### config.mk
export PLATFORM = sky130hd
export DESIGN_NAME = enemy_formation_ctrl
export DESIGN_NICKNAME = d
export VERILOG_FILES = /design/src/rtl/enemy_formation_ctrl.sv
export SDC_FILE = /design/constraint.sdc
export NUM_CORES = 1
export LEC_CHECK = 0
export BUFFER_PORTS_ARGS = -buffer_cell sky130_fd_sc_hd__buf_2
export CORE_ASPECT_RATIO = 2
export CORE_MARGIN = 3
export CORE_UTILIZATION = 60
export CTS_BUF_LIST = sky130_fd_sc_hd__clkbuf_8 sky130_fd_sc_hd__clkbuf_16
export DETAILED_ROUTE_END_ITERATION = 6
export GPL_ROUTABILITY_DRIVEN = 0
export PLACE_DENSITY = 0.94
export SLEW_MARGIN = 40
export SYNTH_ARGS = -nofsm -noshare
export SYNTH_HDL_FRONTEND = slang
export SYNTH_SLANG_ARGS = --single-unit
### constraint.sdc
create_clock -name frame_clk -period 13.5 [get_ports frame_clk]
set_clock_uncertainty 0.15 [all_clocks]
set_input_delay 0.675 -clock frame_clk [delete_from_list [all_inputs] [get_ports frame_clk]]
set_output_delay 0.675 -clock frame_clk [all_outputs]
set_load 0.02 [all_outputs]
### src/rtl/enemy_formation_ctrl.sv
// enemy_formation_ctrl
//   Frame-rate controller for the invader swarm. Once per frame it decides the
//   march direction, the formation origin, descent events, and tracks which
//   enemy slots are still alive.
//
// Ports
//   Reset              in   synchronous, active-high reset
//   frame_clk          in   frame-rate clock, one rising edge per video frame
//   start              in   level; begins marching from IDLE or CLEARED
//   hit_valid          in   one-frame pulse: a player shot hit an enemy
//   hit_index          in   slot hit, row-major (row*COLS + col)
//   alive_mask         out  bit i set = slot i alive
//   form_x / form_y    out  formation origin; slot origin = origin + col/row * pitch
//   enemy_direction_X  out  0 = marching left, 1 = marching right
//   enemy_direction_Y  out  high for exactly one frame per descent
//   delete_enemies     out  high while in CLEARED or INVADED
//   wave_clear         out  high in CLEARED
//   invaded            out  high in INVADED
module enemy_formation_ctrl #(
  parameter int COLS         = 8,
  parameter int ROWS         = 4,
  parameter int ENEMY_W      = 50,
  parameter int ENEMY_H      = 44,
  parameter int SPACING_X    = 60,
  parameter int SPACING_Y    = 50,
  parameter int START_X      = 40,
  parameter int START_Y      = 40,
  parameter int STEP_X       = 1,
  parameter int STEP_Y       = 8,
  parameter int LEFT_BOUND   = 0,
  parameter int RIGHT_BOUND  = 639,
  parameter int BOTTOM_BOUND = 420,
  parameter int FRAME_DIV    = 4,
  localparam int N_SLOTS     = COLS * ROWS,
  localparam int IDX_W       = $clog2(N_SLOTS)
) (
  input  logic               Reset,
  input  logic               frame_clk,
  input  logic               start,
  input  logic               hit_valid,
  input  logic [IDX_W-1:0]   hit_index,
  output logic [N_SLOTS-1:0] alive_mask,
  output logic [9:0]         form_x,
  output logic [9:0]         form_y,
  output logic               enemy_direction_X,
  output logic               enemy_direction_Y,
  output logic               delete_enemies,
  output logic               wave_clear,
  output logic               invaded
);

  localparam int CNT_W = (FRAME_DIV > 1) ? $clog2(FRAME_DIV) : 1;

  typedef enum logic [2:0] {
    ST_IDLE,
    ST_MARCH,
    ST_DESCEND,
    ST_CLEARED,
    ST_INVADED
  } state_e;

  state_e             state_q, state_d;
  logic [9:0]         form_x_q, form_x_d;
  logic [9:0]         form_y_q, form_y_d;
  logic               dir_x_q, dir_x_d;
  logic               dir_y_q, dir_y_d;
  logic [N_SLOTS-1:0] alive_mask_q, alive_mask_d;
  logic [CNT_W-1:0]   cnt_q, cnt_d;
  logic               delete_q, delete_d;
  logic               wave_clear_q, wave_clear_d;
  logic               invaded_q, invaded_d;

  // Occupancy per column and per row of the current (pre-hit) mask.
  logic [COLS-1:0] col_any;
  logic [ROWS-1:0] row_any;
  logic [11:0]     lcol, rcol, brow;
  logic [11:0]     left_ext, right_ext, bot_ext;
  logic            tick;

  // NOTE: every variable assigned in an always_comb gets a default on the
  // first lines of the block, so no path can leave it unassigned and infer a latch.
  always_comb begin
    col_any = '0;
    row_any = '0;
    for (int r = 0; r < ROWS; r++) begin
      for (int c = 0; c < COLS; c++) begin
        if (alive_mask_q[r*COLS + c]) begin
          col_any[c] = 1'b1;
          row_any[r] = 1'b1;
        end
      end
    end
  end

  always_comb begin
    lcol = '0;
    rcol = '0;
    brow = '0;
    // Descending scan leaves the lowest occupied column; ascending scans the highest.
    for (int c = COLS - 1; c >= 0; c--) if (col_any[c]) lcol = 12'(c);
    for (int c = 0; c < COLS; c++)      if (col_any[c]) rcol = 12'(c);
    for (int r = 0; r < ROWS; r++)      if (row_any[r]) brow = 12'(r);
  end

  // 12-bit arithmetic leaves headroom above the 10-bit origin so no sum wraps.
  assign left_ext  = 12'(form_x_q) + 12'(lcol * SPACING_X);
  assign right_ext = 12'(form_x_q) + 12'(rcol * SPACING_X) + 12'(ENEMY_W);
  assign bot_ext   = 12'(form_y_q) + 12'(brow * SPACING_Y) + 12'(ENEMY_H);
  assign tick      = (cnt_q == CNT_W'(FRAME_DIV - 1));

  always_comb begin
    state_d      = state_q;
    form_x_d     = form_x_q;
    form_y_d     = form_y_q;
    dir_x_d      = dir_x_q;
    dir_y_d      = 1'b0;  // a descent flag lives for exactly one frame
    alive_mask_d = alive_mask_q;
    cnt_d        = cnt_q;

    // Hits land on the same edge as any movement decision, which itself
    // still sees the pre-hit mask.
    if ((state_q == ST_MARCH || state_q == ST_DESCEND) && hit_valid &&
        (int'(hit_index) < N_SLOTS)) begin
      alive_mask_d[hit_index] = 1'b0;
    end

    // An empty swarm wins over any pending tick, turn or descent.
    if (alive_mask_q == '0 &&
        (state_q == ST_IDLE || state_q == ST_MARCH || state_q == ST_DESCEND)) begin
      state_d = ST_CLEARED;
    end else begin
      case (state_q)
        ST_IDLE: begin
          if (start) begin
            state_d = ST_MARCH;
            cnt_d   = '0;
          end
        end
        ST_MARCH: begin
          if (tick) begin
            cnt_d = '0;
            if ((dir_x_q && (right_ext + 12'(STEP_X) > 12'(RIGHT_BOUND + 1))) ||
                (!dir_x_q && (left_ext < 12'(LEFT_BOUND + STEP_X)))) begin
              form_y_d = form_y_q + 10'(STEP_Y);
              dir_x_d  = ~dir_x_q;
              dir_y_d  = 1'b1;
              state_d  = ST_DESCEND;
            end else if (dir_x_q) begin
              form_x_d = form_x_q + 10'(STEP_X);
            end else begin
              form_x_d = form_x_q - 10'(STEP_X);
            end
          end else begin
            cnt_d = cnt_q + 1'b1;
          end
        end
        ST_DESCEND: begin
          cnt_d   = '0;
          state_d = (bot_ext >= 12'(BOTTOM_BOUND)) ? ST_INVADED : ST_MARCH;
        end
        ST_CLEARED: begin
          if (start) begin
            state_d      = ST_MARCH;
            form_x_d     = 10'(START_X);
            form_y_d     = 10'(START_Y);
            dir_x_d      = 1'b1;
            alive_mask_d = '1;
            cnt_d        = '0;
          end
        end
        default: ;  // ST_INVADED: frozen until Reset
      endcase
    end

    wave_clear_d = (state_d == ST_CLEARED);
    invaded_d    = (state_d == ST_INVADED);
    delete_d     = wave_clear_d || invaded_d;
  end

  // NOTE: this codebase resets synchronously on an active-high Reset, so the
  // reset branch sits inside the clocked block with only frame_clk in the sensitivity list.
  // NOTE: state registers use non-blocking assignments so every flop samples
  // the pre-edge values and the update order within the block cannot matter.
  always_ff @(posedge frame_clk) begin
    if (Reset) begin
      state_q      <= ST_IDLE;
      form_x_q     <= 10'(START_X);
      form_y_q     <= 10'(START_Y);
      dir_x_q      <= 1'b1;
      dir_y_q      <= 1'b0;
      alive_mask_q <= '1;
      cnt_q        <= '0;
      delete_q     <= 1'b0;
      wave_clear_q <= 1'b0;
      invaded_q    <= 1'b0;
    end else begin
      state_q      <= state_d;
      form_x_q     <= form_x_d;
      form_y_q     <= form_y_d;
      dir_x_q      <= dir_x_d;
      dir_y_q      <= dir_y_d;
      alive_mask_q <= alive_mask_d;
      cnt_q        <= cnt_d;
      delete_q     <= delete_d;
      wave_clear_q <= wave_clear_d;
      invaded_q    <= invaded_d;
    end
  end

  assign alive_mask        = alive_mask_q;
  assign form_x            = form_x_q;
  assign form_y            = form_y_q;
  assign enemy_direction_X = dir_x_q;
  assign enemy_direction_Y = dir_y_q;
  assign delete_enemies    = delete_q;
  assign wave_clear        = wave_clear_q;
  assign invaded           = invaded_q;

endmodule
==> results.py, run 1 <==
metrics = {
    "logic_synthesis": {
        "async_flop_share_pct": 0,
        "ys_ff_latch": 59,
        "yosysWarningCount": 0,
        "ys_top_cells_by_area": "dfxtp_1 (26%), ha_1 (17%), nand2_1 (5.5%)",
        "synth_area_per_cell_um2": 8.28,
        "synthCells": 556,
        "synth_top_area_share_pct": 25.7,
        "syn_area_mm2": 0.00460,
        "synth_cell_types": 66,
        "yosysSeqAreaShare_pct": 25.7,
        "synth_top_cell_by_area": "dfxtp_1",
        "synth-edff-count": 0,
        "ys.flop_type": "dfxtp_1",
    },
    "grt": {
        "grt_pass1_wl_um": 21600,
        "grtUsageTotal_pct": 32.0,
        "grt-ovfl-total": 0,
        "antenna_found_initial": 0,
        "grt_max_degree": 37,
        "first_global_vias": 4625,
    },
    "worst_hold_path": {
        "worstHoldPathType": "reg2reg",
        "holdPathEnd": "cnt_q[0]",
        "min_from": "cnt_q[0]",
        "min_path_cells": 2,
    },
    "power": {
        "peakVddDrop_mv": 0.133,
        "clkPwrFrac_pct": 51.0,
        "pwr_density_cell_mw_per_mm2": 78.4,
        "switching_share_pct": 23.7,
        "intPower_uw": 315,
        "leakage_uw": 0.00236,
        "pwr-share-seq_pct": 43.2,
        "p_switching_uw": 97.6,
        "power_frac_comb_pct": 5.7,
    },
    "setup_path": {
        "critPathBufInv": 2,
        "cpPeakStageDelay_ps": 540,
        "critPathSlowestCell": "or4_1",
        "reg2reg_depth": 23,
        "arrival_ps": 6770,
        "critPathKind": "reg2reg",
        "crit_path_end_kind": "flop",
        "cp_max_fo": 20,
        "rr_startpoint": "alive_mask[2]",
        "critPathTopFamily": "compound AO/OA/AOI/OAI gates",
        "ff2ff_setup_slack_ps": 6850,
        "path_cells": "nor4_1, nand2b_1, a21oi_1, nor2_1, o21ai_0, inv_1, fa_1, inv_1, ha_1, ha_1, a221oi_1, xnor2_1, ha_1, ha_1, a21o_1, a31o_1, a41oi_1, xor2_1, a21oi_1, o31ai_4, o21bai_2, or4_1, a31oi_1",
        "cp_common_cell": "ha_1",
        "required_ps": 13610,
        "crit_path_start_kind": "flop",
        "r2r-end": "form_x[9]",
    },
    "place": {
        "dp.cells": 701,
        "hpwlAfterDp_um": 9710,
        "portBuffers": 62,
    },
    "detailed_routing": {
        "vias": 4601,
        "viasPerCell": 6.42,
        "routedWlPerCell_um": 18.4,
        "drt_iter0_drc": 316,
        "drtPass1Iterations": 7,
        "drt-total-wl_um": 13200,
        "ant_nets": 0,
        "drc": 1,
    },
    "timing": {
        "finalMaxSlewViolations": 0,
        "setup_viol": 0,
        "whs_ps": 334,
        "tightest_slew_ps": 769,
        "clock.fmax_ghz": 0.150,
        "period_needed_ps": 6650,
        "report.final.hold_viol_count": 0,
        "max-slew-margin-rel_pct": 48.5,
        "tns_ps": 0,
        "rsz0062_at_grt": "false",
        "finalCritPeriodShare_pct": 49.3,
    },
    "clock_tree": {
        "post-cts-setup-buffers": 0,
        "clkTransAtPathRegs_ps": 50,
        "cts.repair.resized": 0,
        "cts-buffers-inserted": 9,
        "cts_tree": "yes",
        "h-tree-depth": 3,
        "hold_buffers": 0,
        "clock-sinks": 59,
        "cts_root_buffer": "clkbuf_16",
        "clk_path_buf_depth": 2,
        "clock_latency_ps": 340,
    },
    "die": {
        "die_y_um": 130,
        "die_w_um": 67.9,
        "die_area_mm2": 0.00882,
        "design.core.area_mm2": 0.00738,
        "num_io_pins": 66,
        "rows": 44,
        "start_util_pct": 62.4,
    },
    "run_status": {
        "violations": "DRC",
        "status": "complete, but fails checks",
    },
    "layout": {
        "post_route_cells_drive_above_1_share_pct": 15.2,
        "stdcell_count": 717,
        "synthToLayoutAreaGrowth_pct": 14.4,
        "finalNetCount": 701,
        "antenna_cells": 0,
        "fillers": 563,
    },
    "flow_run": {
        "cap_violations": 0,
    },
}
==> flip-flops by register name (all words and copies together), names as in the netlist <==
name,count
form_x,10
wave_clear,1
cnt_q,2
enemy_direction_Y,1
delete_enemies,1
invaded,1
alive_mask,32
state_q,3
form_y,7
enemy_direction_X,1
==> cells in the final DEF (no fill, tap or decap), types with 5 or more instances in the layout <==
cell and n:
o21bai_1 7, and3_1 6, nor3_1 7, or3_1 12, o21ai_0 39, xor2_1 9
nand2_1 68, and2_1 7, a21oi_1 39, nand2b_1 5, or4_1 6, nand3_1 8
or2_2 5, nand3b_1 6, a21o_1 14, fa_1 10, buf_2 62, clkbuf_16 9
inv_1 50, ha_1 62, xnor2_1 22, nor4_1 13, dfxtp_1 59, nor2_1 28
==> final cells by class <==
class | instances | area [um^2] | area share, %
multi-input combinational | 440 | 3200 | 60.8
sequential | 59 | 1180 | 22.4
timing repair buffer | 63 | 318 | 6.04
clock buffer | 11 | 253 | 4.80
inverter | 47 | 176 | 3.35
tap | 92 | 115 | 2.19
clock inverter | 5 | 21.3 | 0.404
==> logic make-up (layout without fill, tap and decap cells) <==
group	Yosys count	in the layout	share of synthesized area, %
simple gates	189	189	21.2
compound gates	140	140	19.8
fa+ha+maj	72	72	21.2
buf+inv	60	126	5.19
flops	59	59	25.7
xor+xnor	31	31	5.90
mux	4	4	0.897
other cells	1	4	0.0815
==> power by group through the flow <==
stage	registers, uW	logic, uW	clock network [uW]
after floorplan	182	15.0	0
after global placement	182	21.6	0
after detailed placement	182	22.9	0
after CTS	178	23.3	211
after global routing	178	25.9	219
final	178	23.7	211
==> tightest hold or removal path, stage by stage, from the launching register on <==
cell	delay [ps]
dfxtp_1	320
nand2_1	60
a21oi_1	60
==> metal layers <==
metal / vias to the layer above / share of wire (%) / global-route usage, %
li1: 2090 / - / -
met1: 2128 / 33 / 31.7
met2: 286 / 52 / 54.0
met3: 97 / 7.0 / 8.53
met4: 0 / 7.8 / 25.6
met5: - / 0 / 0
==> worst max path at each step <==
stage,startpoint,endpoint,slack [ps],depth (start not counted)
floorplan,alive_mask[4],form_x[1],7690,23
global placement,alive_mask[4],form_x[9],7190,22
detailed placement,alive_mask[4],form_x[9],6960,22
CTS,alive_mask[2],form_x[9],6850,23
global route,alive_mask[2],form_x[9],6410,23
finish,alive_mask[2],form_x[9],6850,23
==> synthesized netlist by cell type, types with 6 or more instances <==
library cell,count
nand2_1,68
ha_1,62
dfxtp_1,59
inv_1,47
a21oi_1,40
o21ai_0,39
nor2_1,28
xnor2_1,22
a21o_1,14
nor4_1,13
or3_1,12
fa_1,10
xor2_1,9
nand3_1,8
o21bai_1,8
and2_1,7
clkbuf_1,7
nor3_1,7
and3_1,6
nand3b_1,6
or4_1,6
==> metrics by stage <==
step	area (um^2)	setup WS [ps]	utilization (%)	total power, uW
floorplan	4610	7690	-	197
global placement	4990	7190	67.6	203
detailed placement	4990	6960	67.7	205
CTS	5270	6850	71.4	412
global route	5270	6410	71.4	424
finish	5270	6850	71.4	413
Power figures use the tool's default switching activity.
==> inputs of run 2 (changes only) <==
CORE_UTILIZATION = 58   (was 60)
PLACE_DENSITY = 0.92   (was 0.94)
clock period = 6.65 ns   (was 13.5 ns; I/O delays follow)
==> run 2 against run 1 <==
  * The run now ends clean
  * Core utilization down 2.2 points
  * First-iteration DRC count increased by 15%
  * Sequential power grew 100%
  * Non-clock buffer count increased by 2
  * Critical endpoint unchanged
  * Via count barely moved
  * Clock-buffer cell count is the same
  * Total power increased by 100%
==> results.py, run 2 (synthesis gave the netlist of run 1 again) <==
metrics = {
    "run_status": {
        "status": "finished, final reports clean",
    },
    "timing": {
        "clock.fmax_ghz": 0.159,
        "rsz0062_at_grt": "false",
        "report.final.hold_viol_count": 0,
        "tns_ps": 0,
        "max-slew-margin-rel_pct": 52.8,
        "period_needed_ps": 6300,
        "tightest_slew_ps": 705,
        "finalMaxSlewViolations": 0,
        "finalCritPeriodShare_pct": 94.7,
        "setup_viol": 0,
    },
    "setup_path": {
        "ff2ff_setup_slack_ps": 350,
        "cp_max_fo": 20,
        "critPathKind": "reg2reg",
        "critPathBufInv": 4,
        "crit_path_end_kind": "flop",
        "critPathTopFamily": "adder cells",
        "cpPeakStageDelay_ps": 630,
        "arrival_ps": 6410,
        "required_ps": 6760,
        "path_cells": "or4_1, a21oi_1, nor2_1, o21ai_2, inv_1, fa_1, inv_1, ha_1, inv_1, fa_1, xnor2_1, ha_1, ha_1, and3_1, a221oi_2, a21oi_1, a31oi_1, o21ai_2, o31ai_4, o21bai_1, buf_4, or4_1, a31oi_1",
        "crit_path_start_kind": "flop",
        "critPathSlowestCell": "or4_1",
    },
    "detailed_routing": {
        "viasPerCell": 6.38,
        "drt_iter0_drc": 364,
        "vias": 4603,
        "drtPass1Iterations": 5,
        "drt-total-wl_um": 12900,
        "ant_nets": 0,
        "routedWlPerCell_um": 17.9,
        "drc": 0,
    },
    "place": {
        "dp.cells": 704,
        "placed_area_mm2": 0.00500,
        "hpwlAfterDp_um": 9630,
        "portBuffers": 62,
    },
    "die": {
        "rows": 45,
        "num_io_pins": 66,
        "start_util_pct": 60.1,
        "die_y_um": 132,
        "die_w_um": 69.0,
        "die_area_mm2": 0.00910,
        "design.core.area_mm2": 0.00766,
    },
    "layout": {
        "stdcell_count": 721,
        "stdcell_area_mm2": 0.00529,
        "antenna_cells": 0,
        "finalNetCount": 703,
        "fillers": 591,
        "most-common-layout-cells": "nand2_1 (68), ha_1 (62), buf_2 (62)",
        "post_route_cells_drive_above_1_share_pct": 15.8,
        "final_common_cell": "nand2_1",
        "synthToLayoutAreaGrowth_pct": 15.0,
        "largest_reg_flops": 32,
    },
    "grt": {
        "grtUsageTotal_pct": 30.2,
        "first_global_vias": 4592,
        "grt_max_degree": 37,
        "antenna_found_initial": 0,
        "grt-ovfl-total": 0,
        "grt_pass1_wl_um": 21000,
    },
    "clock_tree": {
        "cts_root_buffer": "clkbuf_16",
        "hold_buffers": 0,
        "cts-buffers-inserted": 9,
        "clock-sinks": 59,
        "clock_latency_ps": 330,
        "clkTransAtPathRegs_ps": 50,
        "h-tree-depth": 3,
        "cts_tree": "yes",
        "clk_path_buf_depth": 2,
    },
    "power": {
        "leakage_uw": 0.00237,
        "pwr_density_cell_mw_per_mm2": 157,
        "peakVddDrop_mv": 0.167,
    },
    "flow_run": {
        "cap_violations": 0,
    },
    "worst_hold_path": {
        "worstHoldPathType": "in2reg",
    },
}
## run 2: power breakdown
part | total (uW) | leakage (uW) | internal (uW) | switching, uW
Clock | 421 | 0.000149 | 266 | 155
Sequential | 362 | 0.000478 | 358 | 4.42
Combinational | 47.8 | 0.00174 | 16.5 | 31.3
Total | 830 | 0.00237 | 640 | 190
## run 2: final cells by class
cell class | count | area, um^2 | share of cell area [%]
sequential | 59 | 1180 | 22.3
inverter | 47 | 176 | 3.33
timing repair buffer | 65 | 333 | 6.29
multi-input combinational | 440 | 3210 | 60.7
tap | 94 | 118 | 2.22
clock buffer | 11 | 253 | 4.77
clock inverter | 5 | 21.3 | 0.402
## run 2: tightest hold or removal path, stage by stage
cell and delay (ps):
buf_2 150, o31ai_1 90, nand2_1 70
## run 2: metal layers
layer / part of all wire (%) / wire, um / track usage [%] / up-vias
met5: 0 / 0 / 0 / -
li1: - / - / - / 2091
met4: 7.7 / 999 / 20.6 / 0
met2: 54 / 6940 / 51.9 / 267
met3: 6.8 / 883 / 7.42 / 104
met1: 32 / 4080 / 29.9 / 2141
## run 2: per-stage QoR
step | hold WS, ps | utilization, % | setup slack [ps] | power, uW
after floorplan | 299 | - | 843 | 400
after global placement | 306 | 65.3 | 520 | 413
after detailed placement | 326 | 65.3 | 239 | 414
after CTS | 184 | 68.8 | 102 | 828
after global routing | 211 | 69.1 | 1.90 | 852
final | 186 | 69.1 | 351 | 830
## run 2: path summary, 6_finish.rpt
kind                       from              to  cells past startpoint
hold / removal     hit_index[1]  alive_mask[28]                      3
hold reg to reg        cnt_q[0]        cnt_q[0]                      2
setup reg to reg  alive_mask[4]       form_x[9]                     23
setup / recovery  alive_mask[4]       form_x[9]                     23
## run 2: what timing repair did
action	in CTS	in global routing
resized for setup	0	5
setup endpoints to repair	0	17
setup buffers	0	1
==> inputs of run 3 (changes only) <==
CTS_BUF_LIST = not set   (was sky130_fd_sc_hd__clkbuf_8 sky130_fd_sc_hd__clkbuf_16)
==> run 3 against run 2 <==
  * Clock power is 1% higher
  * Via count is 0.67% lower
  * Worst hold slack better by 0.62 ps
  * Total power is 0.56% higher
  * Core utilization stayed put
  * Non-clock buffer count stayed put
  * Fmax hardly changed
  * Setup slack worse by 1.7 ps
  * Final area stayed put
  * Final cell count stayed put
  * Largest cell class unchanged
==> results.py, run 3 (synthesis gave the netlist of run 1 again) <==
metrics = {
    "run_status": {
        "status": "finished, final reports clean",
    },
    "timing": {
        "finalMaxSlewViolations": 0,
        "setup_viol": 0,
        "clock.fmax_ghz": 0.159,
        "tightest_slew_ps": 710,
        "max-slew-margin-rel_pct": 52.5,
        "rsz0062_at_grt": "false",
        "whs_ps": 187,
        "report.final.hold_viol_count": 0,
        "tns_ps": 0,
        "finalCritPeriodShare_pct": 94.7,
        "period_needed_ps": 6300,
    },
    "die": {
        "die_area_mm2": 0.00910,
        "design.core.area_mm2": 0.00766,
        "num_io_pins": 66,
        "start_util_pct": 60.1,
        "rows": 45,
        "die_y_um": 132,
        "die_w_um": 69.0,
    },
    "power": {
        "clkPwrFrac_pct": 51.0,
        "p_switching_uw": 190,
        "peakVddDrop_mv": 0.170,
        "power_frac_comb_pct": 5.7,
        "pwr_density_cell_mw_per_mm2": 158,
        "leakage_uw": 0.00236,
        "intPower_uw": 645,
        "pwr-share-seq_pct": 43.3,
        "switching_share_pct": 22.8,
    },
    "setup_path": {
        "critPathBufInv": 4,
        "reg2reg_depth": 23,
        "crit_path_end_kind": "flop",
        "rr_startpoint": "alive_mask[4]",
        "r2r-end": "form_x[9]",
        "critPathKind": "reg2reg",
        "ff2ff_setup_slack_ps": 350,
        "critPathSlowestCell": "or4_1",
        "arrival_ps": 6410,
        "cpPeakStageDelay_ps": 630,
        "critPathTopFamily": "adder cells",
        "required_ps": 6760,
        "cp_max_fo": 20,
        "crit_path_start_kind": "flop",
        "path_cells": "or4_1, a21oi_1, nor2_1, o21ai_2, inv_1, fa_1, inv_1, ha_1, inv_1, fa_1, xnor2_1, ha_1, ha_1, and3_1, a221oi_2, a21oi_1, a31oi_1, o21ai_2, o31ai_4, o21bai_1, buf_4, or4_1, a31oi_1",
    },
    "worst_hold_path": {
        "worstHoldPathType": "in2reg",
        "min_from": "hit_index[1]",
        "min_path_cells": 3,
        "holdPathEnd": "alive_mask[28]",
    },
    "detailed_routing": {
        "drc": 0,
        "drt_iter0_drc": 347,
        "viasPerCell": 6.34,
        "drt-total-wl_um": 12900,
        "routedWlPerCell_um": 17.8,
        "vias": 4572,
        "ant_nets": 0,
        "drtPass1Iterations": 6,
    },
    "grt": {
        "grt_max_degree": 37,
        "first_global_vias": 4592,
        "grtUsageTotal_pct": 30.2,
        "antenna_found_initial": 0,
        "grt-ovfl-total": 0,
        "grt_pass1_wl_um": 21000,
    },
    "clock_tree": {
        "clock_latency_ps": 330,
        "clock-sinks": 59,
        "h-tree-depth": 3,
        "clkTransAtPathRegs_ps": 50,
        "cts-buffers-inserted": 9,
        "clk_path_buf_depth": 2,
        "cts_root_buffer": "clkbuf_16",
        "cts_tree": "yes",
        "hold_buffers": 0,
    },
    "place": {
        "dp.cells": 704,
        "portBuffers": 62,
        "hpwlAfterDp_um": 9630,
    },
    "layout": {
        "final_common_cell": "nand2_1",
        "synthToLayoutAreaGrowth_pct": 15.0,
        "antenna_cells": 0,
        "largest_reg_flops": 32,
        "stdcell_count": 721,
        "finalNetCount": 703,
        "most-common-layout-cells": "nand2_1 (68), ha_1 (62), buf_2 (62)",
        "post_route_cells_drive_above_1_share_pct": 15.8,
    },
    "flow_run": {
        "cap_violations": 0,
    },
}
run 3: cell types whose count changed in the layout (fill, tap and decap cells not counted):
cell      change
inv_1         -3
clkbuf_1      +3
run 3: layer usage:
metal	wire [um]	up-vias	GRT usage (%)
li1	-	2093	-
met1	4100	2142	29.9
met2	6960	241	51.9
met3	852	96	7.42
met4	944	0	20.6
met5	0	-	0
run 3: repair_timing:
action | 4_1_cts | 5_1_grt
setup buffers | 0 | 1
setup endpoints to repair | 0 | 17
gates resized for setup | 0 | 5
run 3: power groups by stage:
stage               combinational [uW]  clock, uW  sequential [uW]
floorplan                         30.3          0              370
global placement                  44.0          0              369
detailed placement                45.4          0              369
CTS                               45.8        425              362
global route                      51.7        443              362
finish                            47.6        425              362
run 3: worst min-delay path: cells and delay by family:
| family | cells | cell delay (ps) |
|---|---|---|
| buffers and inverters | 1 | 150 |
| and+or+nand+nor | 1 | 70 |
| AOI/OAI and AO/OA | 1 | 90 |
run 3: worst max-delay path by stage:
stage / startpoint / to / slack, ps / depth (start not counted)
detailed placement: alive_mask[4] / form_x[9] / 240 / 23
finish: alive_mask[4] / form_x[9] / 350 / 23
CTS: alive_mask[4] / form_x[9] / 100 / 23
global placement: alive_mask[4] / form_x[9] / 520 / 23
floorplan: alive_mask[4] / form_x[1] / 840 / 23
global route: alive_mask[4] / form_x[9] / 2 / 23
run 3: cell type report:
type,count,area [um^2]
flip-flops and latches,59,1180
clock buffers,14,264
fillers,591,2360
multi-input cells,440,3210
clock inverters,2,10.0
repair buffers,65,333
inverters,47,176
well taps,94,118
run 3: per-stage QoR:
stage / total power [uW] / cell area [um^2] / worst slack (ps) / utilization [%]
floorplan: 400 / 4610 / 843 / -
global placement: 413 / 5000 / 520 / 65.3
detailed placement: 414 / 5000 / 239 / 65.3
CTS: 833 / 5270 / 102 / 68.8
global route: 857 / 5290 / 2.02 / 69.1
finish: 835 / 5290 / 350 / 69.1
